[src/rtl/ab_input_conditioner.sv]
// Purpose: two-channel synchronizer + debounce FSM driving the AND stage's a/b operands, with edge pulses and glitch counters.
// Latency: a raw level held from edge E0 appears on a/b after edge E(STABLE_CNT+1); pulses follow the level change.
// Backpressure: none; the block free-runs every clock and never stalls its inputs.
module ab_input_conditioner #(
    parameter int STABLE_CNT = 4,
    parameter int CNT_W      = 4,
    parameter int GLITCH_W   = 8
) (
    input  logic                clk,
    input  logic                rst,
    input  logic                raw_a,
    input  logic                raw_b,
    output logic                a,
    output logic                b,
    output logic                a_rise,
    output logic                a_fall,
    output logic                b_rise,
    output logic                b_fall,
    output logic                ab_stable,
    output logic [GLITCH_W-1:0] a_glitches,
    output logic [GLITCH_W-1:0] b_glitches
);

    typedef enum logic [1:0] {
        STABLE_LO = 2'd0,
        WAIT_HI   = 2'd1,
        STABLE_HI = 2'd2,
        WAIT_LO   = 2'd3
    } state_t;

    localparam logic [CNT_W-1:0] CNT_LAST = CNT_W'(STABLE_CNT - 1);

    logic [1:0]          raw;
    logic [1:0]          s1;
    logic [1:0]          s2;
    state_t              st     [2];
    logic [CNT_W-1:0]    cnt    [2];
    logic [GLITCH_W-1:0] glitch [2];
    logic [1:0]          rise;
    logic [1:0]          fall;

    assign raw = {raw_b, raw_a};

    // Two-flop synchronizer for both raw inputs.
    always_ff @(posedge clk) begin
        if (rst) begin
            s1 <= '0;
            s2 <= '0;
        end else begin
            s1 <= raw;
            s2 <= s1;
        end
    end

    // Per-channel debounce FSM: qualify a new level for STABLE_CNT samples, count aborted attempts.
    always_ff @(posedge clk) begin
        if (rst) begin
            for (int i = 0; i < 2; i++) begin
                st[i]     <= STABLE_LO;
                cnt[i]    <= '0;
                glitch[i] <= '0;
            end
            rise <= '0;
            fall <= '0;
        end else begin
            rise <= '0;
            fall <= '0;
            for (int i = 0; i < 2; i++) begin
                case (st[i])
                    STABLE_LO: begin
                        if (s2[i]) begin
                            st[i]  <= WAIT_HI;
                            cnt[i] <= CNT_W'(1);
                        end
                    end
                    WAIT_HI: begin
                        if (!s2[i]) begin
                            st[i]  <= STABLE_LO;
                            cnt[i] <= '0;
                            if (glitch[i] != '1) glitch[i] <= glitch[i] + GLITCH_W'(1);
                        end else if (cnt[i] == CNT_LAST) begin
                            st[i]   <= STABLE_HI;
                            cnt[i]  <= '0;
                            rise[i] <= 1'b1;
                        end else begin
                            cnt[i] <= cnt[i] + CNT_W'(1);
                        end
                    end
                    STABLE_HI: begin
                        if (!s2[i]) begin
                            st[i]  <= WAIT_LO;
                            cnt[i] <= CNT_W'(1);
                        end
                    end
                    WAIT_LO: begin
                        if (s2[i]) begin
                            st[i]  <= STABLE_HI;
                            cnt[i] <= '0;
                            if (glitch[i] != '1) glitch[i] <= glitch[i] + GLITCH_W'(1);
                        end else if (cnt[i] == CNT_LAST) begin
                            st[i]   <= STABLE_LO;
                            cnt[i]  <= '0;
                            fall[i] <= 1'b1;
                        end else begin
                            cnt[i] <= cnt[i] + CNT_W'(1);
                        end
                    end
                    default: begin
                        st[i]  <= STABLE_LO;
                        cnt[i] <= '0;
                    end
                endcase
            end
        end
    end

    // Level is high while settled high or while a fall is still qualifying.
    assign a = (st[0] == STABLE_HI) || (st[0] == WAIT_LO);
    assign b = (st[1] == STABLE_HI) || (st[1] == WAIT_LO);

    assign a_rise = rise[0];
    assign a_fall = fall[0];
    assign b_rise = rise[1];
    assign b_fall = fall[1];

    assign ab_stable = (st[0] == STABLE_LO || st[0] == STABLE_HI) &&
                       (st[1] == STABLE_LO || st[1] == STABLE_HI);

    assign a_glitches = glitch[0];
    assign b_glitches = glitch[1];

endmodule

[config.mk]
export PLATFORM = sky130hd
export DESIGN_NAME = ab_input_conditioner
export DESIGN_NICKNAME = d
export VERILOG_FILES = /design/src/rtl/ab_input_conditioner.sv
export SDC_FILE = /design/constraint.sdc
export NUM_CORES = 1
export LEC_CHECK = 0
export ABC_AREA = 1
export BUFFER_PORTS_ARGS = -buffer_cell sky130_fd_sc_hd__buf_2
export CORE_MARGIN = 4
export CORE_UTILIZATION = 35
export DETAILED_ROUTE_END_ITERATION = 8
export PLACE_DENSITY = 0.53
export SLEW_MARGIN = 30
export SYNTH_ARGS = -nofsm -noshare
export SYNTH_HDL_FRONTEND = slang
export SYNTH_SLANG_ARGS = --single-unit
[constraint.sdc]
create_clock -name clk -period 1.8 [get_ports clk]
set_input_delay 0.36 -clock clk [delete_from_list [all_inputs] [get_ports clk]]
set_output_delay 0.36 -clock clk [all_outputs]
set_load 0.01 [all_outputs]
After elaboration in Yosys (flattened, before gate mapping)
Memories as Yosys holds them, arrays and structs flattened.
Index checks and enable logic that the tools add are counted.
W data, S select, Z words.
{"block": "classes", "addsub": 4, "eq_ne": 10, "muxes": 116, "bitwise": 32, "reduce_logical": 7}
{"op": "$mux W1", "n": 84}
{"op": "$mux W4", "n": 16}
{"op": "$mux W8", "n": 4}
{"op": "$or A1 B1 Y1", "n": 32}
{"op": "$mux W2", "n": 12}
{"op": "$add A8 B1 Y8 const B", "n": 2}
{"op": "$ne A8 B8 Y1 const B", "n": 2}
{"op": "$add A4 B1 Y4 const B", "n": 2}
{"op": "$eq A2 B2 Y1 const B", "n": 4}
{"op": "$eq A4 B2 Y1 const B", "n": 2}
{"op": "$eq A2 B1 Y1 const B", "n": 2}
{"op": "$logic_not A2 Y1", "n": 2}
{"op": "$logic_or A1 B1 Y1", "n": 4}
{"op": "$logic_and A1 B1 Y1", "n": 1}
{"block": "word_totals", "reg_bits": 8, "ram_bits": 28, "out_inout_bits": 23, "n_memories": 3}
{"memory": "glitch", "words": 2, "width": 8, "read_ports": 2, "rd_ports_with_merged_regs": 0, "wr": 2, "line_no": "38", "source": "logic [GLITCH_W-1:0] glitch [2];"}
{"memory": "cnt", "words": 2, "width": 4, "read_ports": 2, "rd_ports_with_merged_regs": 0, "wr": 2, "line_no": "37", "source": "logic [CNT_W-1:0] cnt [2];"}
{"memory": "st", "words": 2, "width": 2, "read_ports": 2, "rd_ports_with_merged_regs": 0, "wr": 2, "line_no": "36", "source": "state_t st [2];"}

Logic depth before layout (Yosys ltp)
Gate-level depths: netlist of the first run.
{"block": "logic_depth", "ltp_word": 12, "depth_mapped": 9}

Worst setup path after synthesis of the first run
Ideal clock, no wire load.
{"block": "synth_timing", "path_type": "register to register", "from": "mem glitch[1][0]", "to": "mem glitch[1][0], enable pin", "setup_time_ns": 0.327, "t_arrival_ns": 1.290, "path_slack_ns": 0.183, "path_stages_with_launch": 7, "n_path_buf": 0, "cell_sequence": "edfxtp_1 -> ha_1 -> nand3_2 -> nor2_2 -> nand4_2 -> nand2_1 -> nand3_1"}
{"item": "from (decl)", "line_no": "38"}

==> impl_metrics.json, run 1 <==
{
  "status": "completed",
  "worst-path-buf-inv": 0,
  "grt_max_degree": 11,
  "antenna_left": 0,
  "dpl.hpwl_um": 2760,
  "grt_pass1_wl_um": 6380,
  "hold_violations": 0,
  "syn_inst": 224,
  "drtPass1Iterations": 4,
  "dieHeight_um": 84.0,
  "htreeDepth": 2,
  "ys_ff_latch": 36,
  "die_area_um2": 7050,
  "cts_made_buffers": 5,
  "area_growth_pct": 15.0,
  "holdWs_ns": 0.276,
  "cts_setup_buffers": 0,
  "antenna_found_initial": 0,
  "grt_overflow_total": 0,
  "critPathTopFamily": "simple AND/OR/NAND/NOR gates",
  "clockBufferDepth": 2,
  "max_freq_mhz": 611,
  "p_leak_nw": 1.16,
  "path_class": "register to register",
  "slowest_delay_ns": 0.39,
  "grt_pass1_vias": 1417,
  "syn_area_um2": 2020,
  "cts-hold-fix-buffers": 0,
  "worst_skew_pair.late_latency_ns": 0.28,
  "layout_common_cells": "42 x inv_1, 34 x nand2_1, 30 x nor2_1, 28 x edfxtp_1, 26 x buf_2",
  "p_per_area_nw_per_um2": 981,
  "slew_viol_final": 0,
  "rsz0062_at_grt": "false",
  "ir_drop_v": 0.000352,
  "cp.arrival_ns": 1.61,
  "seq_area_frac_synth": 0.495,
  "start_util": 0.365,
  "worst_slew_pin_slew_ns": 0.355,
  "clockRootBuffer": "clkbuf_8",
  "drv_cap": 0,
  "grt_util_all_layers": 0.115,
  "first_iter_violations": 61,
  "fin_crit_ns": 1.64,
  "vias_per_cell": 4.42,
  "worstPathRequired_ns": 1.77,
  "syn_area_per_cell_um2": 9.02,
  "end_kind": "register",
  "antenna_cells": 0,
  "placementRows": 27,
  "slew_headroom": 0.763,
  "core_area_um2": 5540,
  "cts_tree": "yes",
  "mostFrequentLayoutCell": "inv_1",
  "hold_class": "primary input to register",
  "clkTransAtPathRegs_ns": 0.07,
  "placement.io_buffers": 26,
  "finalWeightedCongestion": 0.848,
  "layout-drive-gt1-share": 0.236,
  "cts_resized": 0,
  "wl_um": 3590,
  "fillCellCount": 586,
  "die_x_um": 84.0,
  "yosys_warnings": 0,
  "vias": 1460,
  "fin_tns_setup_ns": 0,
  "nNetsFinal": 265,
  "worst_setup_path_start_kind": "register",
  "period_share": 0.910,
  "synth_cell_types": 32,
  "wire_per_inst_um": 10.9,
  "slowest_stage": "edfxtp_1",
  "drcViolationCount": 0,
  "path_cells": "ha_1 -> nand3_1 -> o22ai_4 -> nand2_1",
  "crit_fanout": 8,
  "report.final.setup_viol": 0,
  "cts_sinks": 36,
  "io_pins": 27,
  "synthesis.nets": 232,
  "clock_skew_ns": 0.00159
}
[path summary, 6_finish.rpt]
check / slack [ns] / to / startpoint / cells past startpoint
worst min register to register: 0.41 / s2[1]$_SDFF_PP0_ / s1[1]$_SDFF_PP0_ / 2
worst min-delay path: 0.28 / s1[1]$_SDFF_PP0_ / raw_b / 3
worst max register to register: 0.16 / glitch[0][7]$_SDFFCE_PN0P_ / glitch[0][0]$_SDFFCE_PN0P_ / 4
worst max-delay path: 0.16 / glitch[0][7]$_SDFFCE_PN0P_ / glitch[0][0]$_SDFFCE_PN0P_ / 4
[power by group]
part	total, W	leakage [nW]	internal [W]	switching (W)
registers	0.00118	0.360	0.00105	0.000121
clock network	0.000546	0.0399	0.000269	0.000276
logic	0.000559	0.757	0.000212	0.000347
total	0.00228	1.16	0.00154	0.000744
[routing by layer]
| metal | track usage | routed length [µm] | up-vias |
|---|---|---|---|
| met3 | 0.0336 | 139 | 6 |
| met1 | 0.141 | 1770 | 656 |
| met4 | 0.0570 | 66 | 0 |
| met2 | 0.182 | 1620 | 22 |
| met5 | 0 | 0 | - |
| li1 | - | - | 776 |
[synth_stat cells, drive strengths merged]
master | count | area [µm²]
xor2 | 9 | 78.8
nand4 | 5 | 37.5
o22ai | 1 | 20.0
a21oi | 3 | 18.8
nor2 | 35 | 154
dfxtp | 8 | 160
edfxtp | 28 | 841
ha | 4 | 50.1
nor3 | 4 | 42.5
o21ai | 2 | 13.8
nand2 | 40 | 170
buf | 1 | 11.3
nor3b | 1 | 7.51
o211ai | 1 | 7.51
a31oi | 1 | 6.26
o21a | 1 | 7.51
clkbuf | 2 | 7.51
xnor2 | 6 | 52.6
inv | 49 | 189
nand3 | 23 | 145
[worst min-delay path, delay by kind of cell]
| kind | cells | cell delay [ns] |
|---|---|---|
| and+or+nand+nor | 1 | 0.06 |
| buffers and inverters | 2 | 0.10 |
[cell families after synthesis]
logic type / synth area share
xor gates and xnor gates: 0.0650
and+or+nand+nor: 0.276
DFF: 0.495
buffers and inverters: 0.103
AOI/OAI and AO/OA: 0.0365
adders and majority gates: 0.0248
[state kept, by name, indices dropped and copies added (netlist names)]
| signal | cells |
|---|---|
| glitch | 16 |
| cnt | 8 |
| st | 4 |
| fall | 2 |
| rise | 2 |
| s1 | 2 |
| s2 | 2 |
[through the flow]
stage | util | instances | setup slack, ns | instance area [µm²] | total power [W]
global route | 0.420 | 330 | 0.0106 | 2320 | 0.00245
global placement | 0.405 | 322 | 0.165 | 2240 | 0.00176
CTS | 0.420 | 330 | 0.119 | 2320 | 0.00232
floorplan | - | 224 | 0.183 | 2020 | 0.00158
detailed placement | 0.405 | 322 | 0.123 | 2240 | 0.00176
finish | 0.420 | 330 | 0.162 | 2320 | 0.00228
[area by class of cell]
| cell class | instances | area (µm²) | share of cell area |
|---|---|---|---|
| flip-flops and latches | 36 | 1000 | 0.431 |
| repair buffers | 29 | 153 | 0.0657 |
| multi-input cells | 136 | 812 | 0.349 |
| well taps | 72 | 90.1 | 0.0388 |
| clock buffers | 7 | 76.3 | 0.0328 |
| inverters | 49 | 189 | 0.0813 |
| clock inverters | 1 | 3.75 | 0.00161 |
No activity file was read; power rests on OpenSTA's default activity.
==> run 2: changes to the inputs <==
==> constraint.sdc (replaced) <==
create_clock -name clk -period 1.75 [get_ports clk]
set_input_delay 0.525 -clock clk [delete_from_list [all_inputs] [get_ports clk]]
set_output_delay 0.525 -clock clk [all_outputs]
set_load 0.01 [all_outputs]
==> impl_metrics.json, run 2 (same netlist as run 1, synthesis figures left out) <==
{
  "final_util": 0.451,
  "antenna_cells": 0,
  "layout-drive-gt1-share": 0.280,
  "dpl.hpwl_um": 2870,
  "p_leak_nw": 1.25,
  "r2r_cells": 6,
  "worst_setup_path_start_kind": "register",
  "vias": 1505,
  "power_w": 0.00284,
  "top_register": "glitch",
  "cts_tree": "yes",
  "end_kind": "primary output",
  "first_iter_violations": 48,
  "path_class": "register to primary output",
  "drv_cap": 0,
  "grt_overflow_total": 0,
  "nNetsFinal": 275,
  "grt_util_all_layers": 0.112,
  "start_util": 0.365,
  "reg_top3": "glitch (16), cnt (8), st (4)",
  "clockRootBuffer": "clkbuf_8",
  "area_growth_pct": 23.5,
  "grt_pass1_vias": 1446,
  "cts-hold-fix-buffers": 0,
  "hold_violations": 0,
  "layout_common_cells": "42 x inv_1, 34 x nand2_1, 30 x nor2_1, 28 x edfxtp_1, 26 x buf_2",
  "finalWeightedCongestion": 0.775,
  "fin_cells": 340,
  "antenna_found_initial": 0,
  "drtPass1Iterations": 4,
  "cts_resized": 0,
  "ir_drop_v": 0.000457,
  "hold_class": "register to register",
  "fillCellCount": 545,
  "core_area_um2": 5540,
  "die_area_um2": 7050,
  "placementRows": 27,
  "period_share": 0.926,
  "antenna_left": 0,
  "mostFrequentLayoutCell": "inv_1",
  "drcViolationCount": 0,
  "io_pins": 27,
  "dieHeight_um": 84.0,
  "grt_max_degree": 13,
  "vias_per_cell": 4.43,
  "htreeDepth": 2,
  "clock_skew_ns": 0.00947,
  "holdPathStages": 2,
  "multi_input_area_um2": 817,
  "placement.io_buffers": 26,
  "worst_slew_pin_slew_ns": 0.309,
  "slew_viol_final": 0,
  "cts_setup_buffers": 0,
  "clkTransAtPathRegs_ns": 0.08,
  "p_per_area_nw_per_um2": 1140,
  "max_freq_mhz": 617,
  "largest_register_ffs": 16,
  "fin_crit_ns": 1.62,
  "worstPathRequired_ns": 1.22,
  "seq_area_um2": 1000,
  "clockBufferDepth": 2,
  "fin_tns_setup_ns": 0,
  "die_x_um": 84.0,
  "crit_fanout": 6,
  "grt_pass1_wl_um": 6310,
  "dp_cells": 332,
  "slew_headroom": 0.793,
  "wire_per_inst_um": 10.8,
  "worst_skew_pair.late_latency_ns": 0.29,
  "holdWs_ns": 0.406,
  "status": "completed",
  "cts_made_buffers": 5,
  "cts_sinks": 36,
  "wl_um": 3680,
  "report.final.setup_viol": 0,
  "cp.arrival_ns": 1.10,
  "rsz0062_at_grt": "false"
}
run 2: path summary, 6_finish.rpt:
check / start / to / slack [ns]
setup / recovery: st[1][0]$_DFFE_PP_ / ab_stable / 0.13
hold / removal: s1[0]$_SDFF_PP0_ / s2[0]$_SDFF_PP0_ / 0.41
setup reg to reg: glitch[0][0]$_SDFFCE_PN0P_ / glitch[0][4]$_SDFFCE_PN0P_ / 0.14
hold reg to reg: s1[0]$_SDFF_PP0_ / s2[0]$_SDFF_PP0_ / 0.41
run 2: critical path: stages (launching register included):
cell	delay, ns
edfxtp_1	0.52
nor2_1	0.15
buf_2	0.14
run 2: cell type report:
type	count	share of cell area
clock inverters	3	0.0361
well taps	72	0.0361
inverters	49	0.0757
clock buffers	5	0.0276
repair buffers	39	0.0962
flip-flops and latches	36	0.401
multi-input cells	136	0.327
run 2: per-layer routing:
metal,wire length (µm),part of all wire,global-route usage
met5,0,0,0
met4,74,0.020,0.0482
met3,210,0.057,0.0405
met2,1660,0.45,0.179
met1,1730,0.47,0.137
run 2: report_power, final:
group | internal (W) | leakage (nW) | switching [W]
clock network | 0.000713 | 0.0784 | 0.000309
registers | 0.00108 | 0.360 | 0.000128
logic | 0.000245 | 0.813 | 0.000361
total | 0.00204 | 1.25 | 0.000797
run 2: per-stage QoR:
step	instance area [µm²]	setup WS [ns]
after CTS	2490	0.101
final	2500	0.129
after detailed placement	2330	-0.00552
after floorplan	2020	0.133
after global placement	2330	-0.0117
after global routing	2500	0.0123
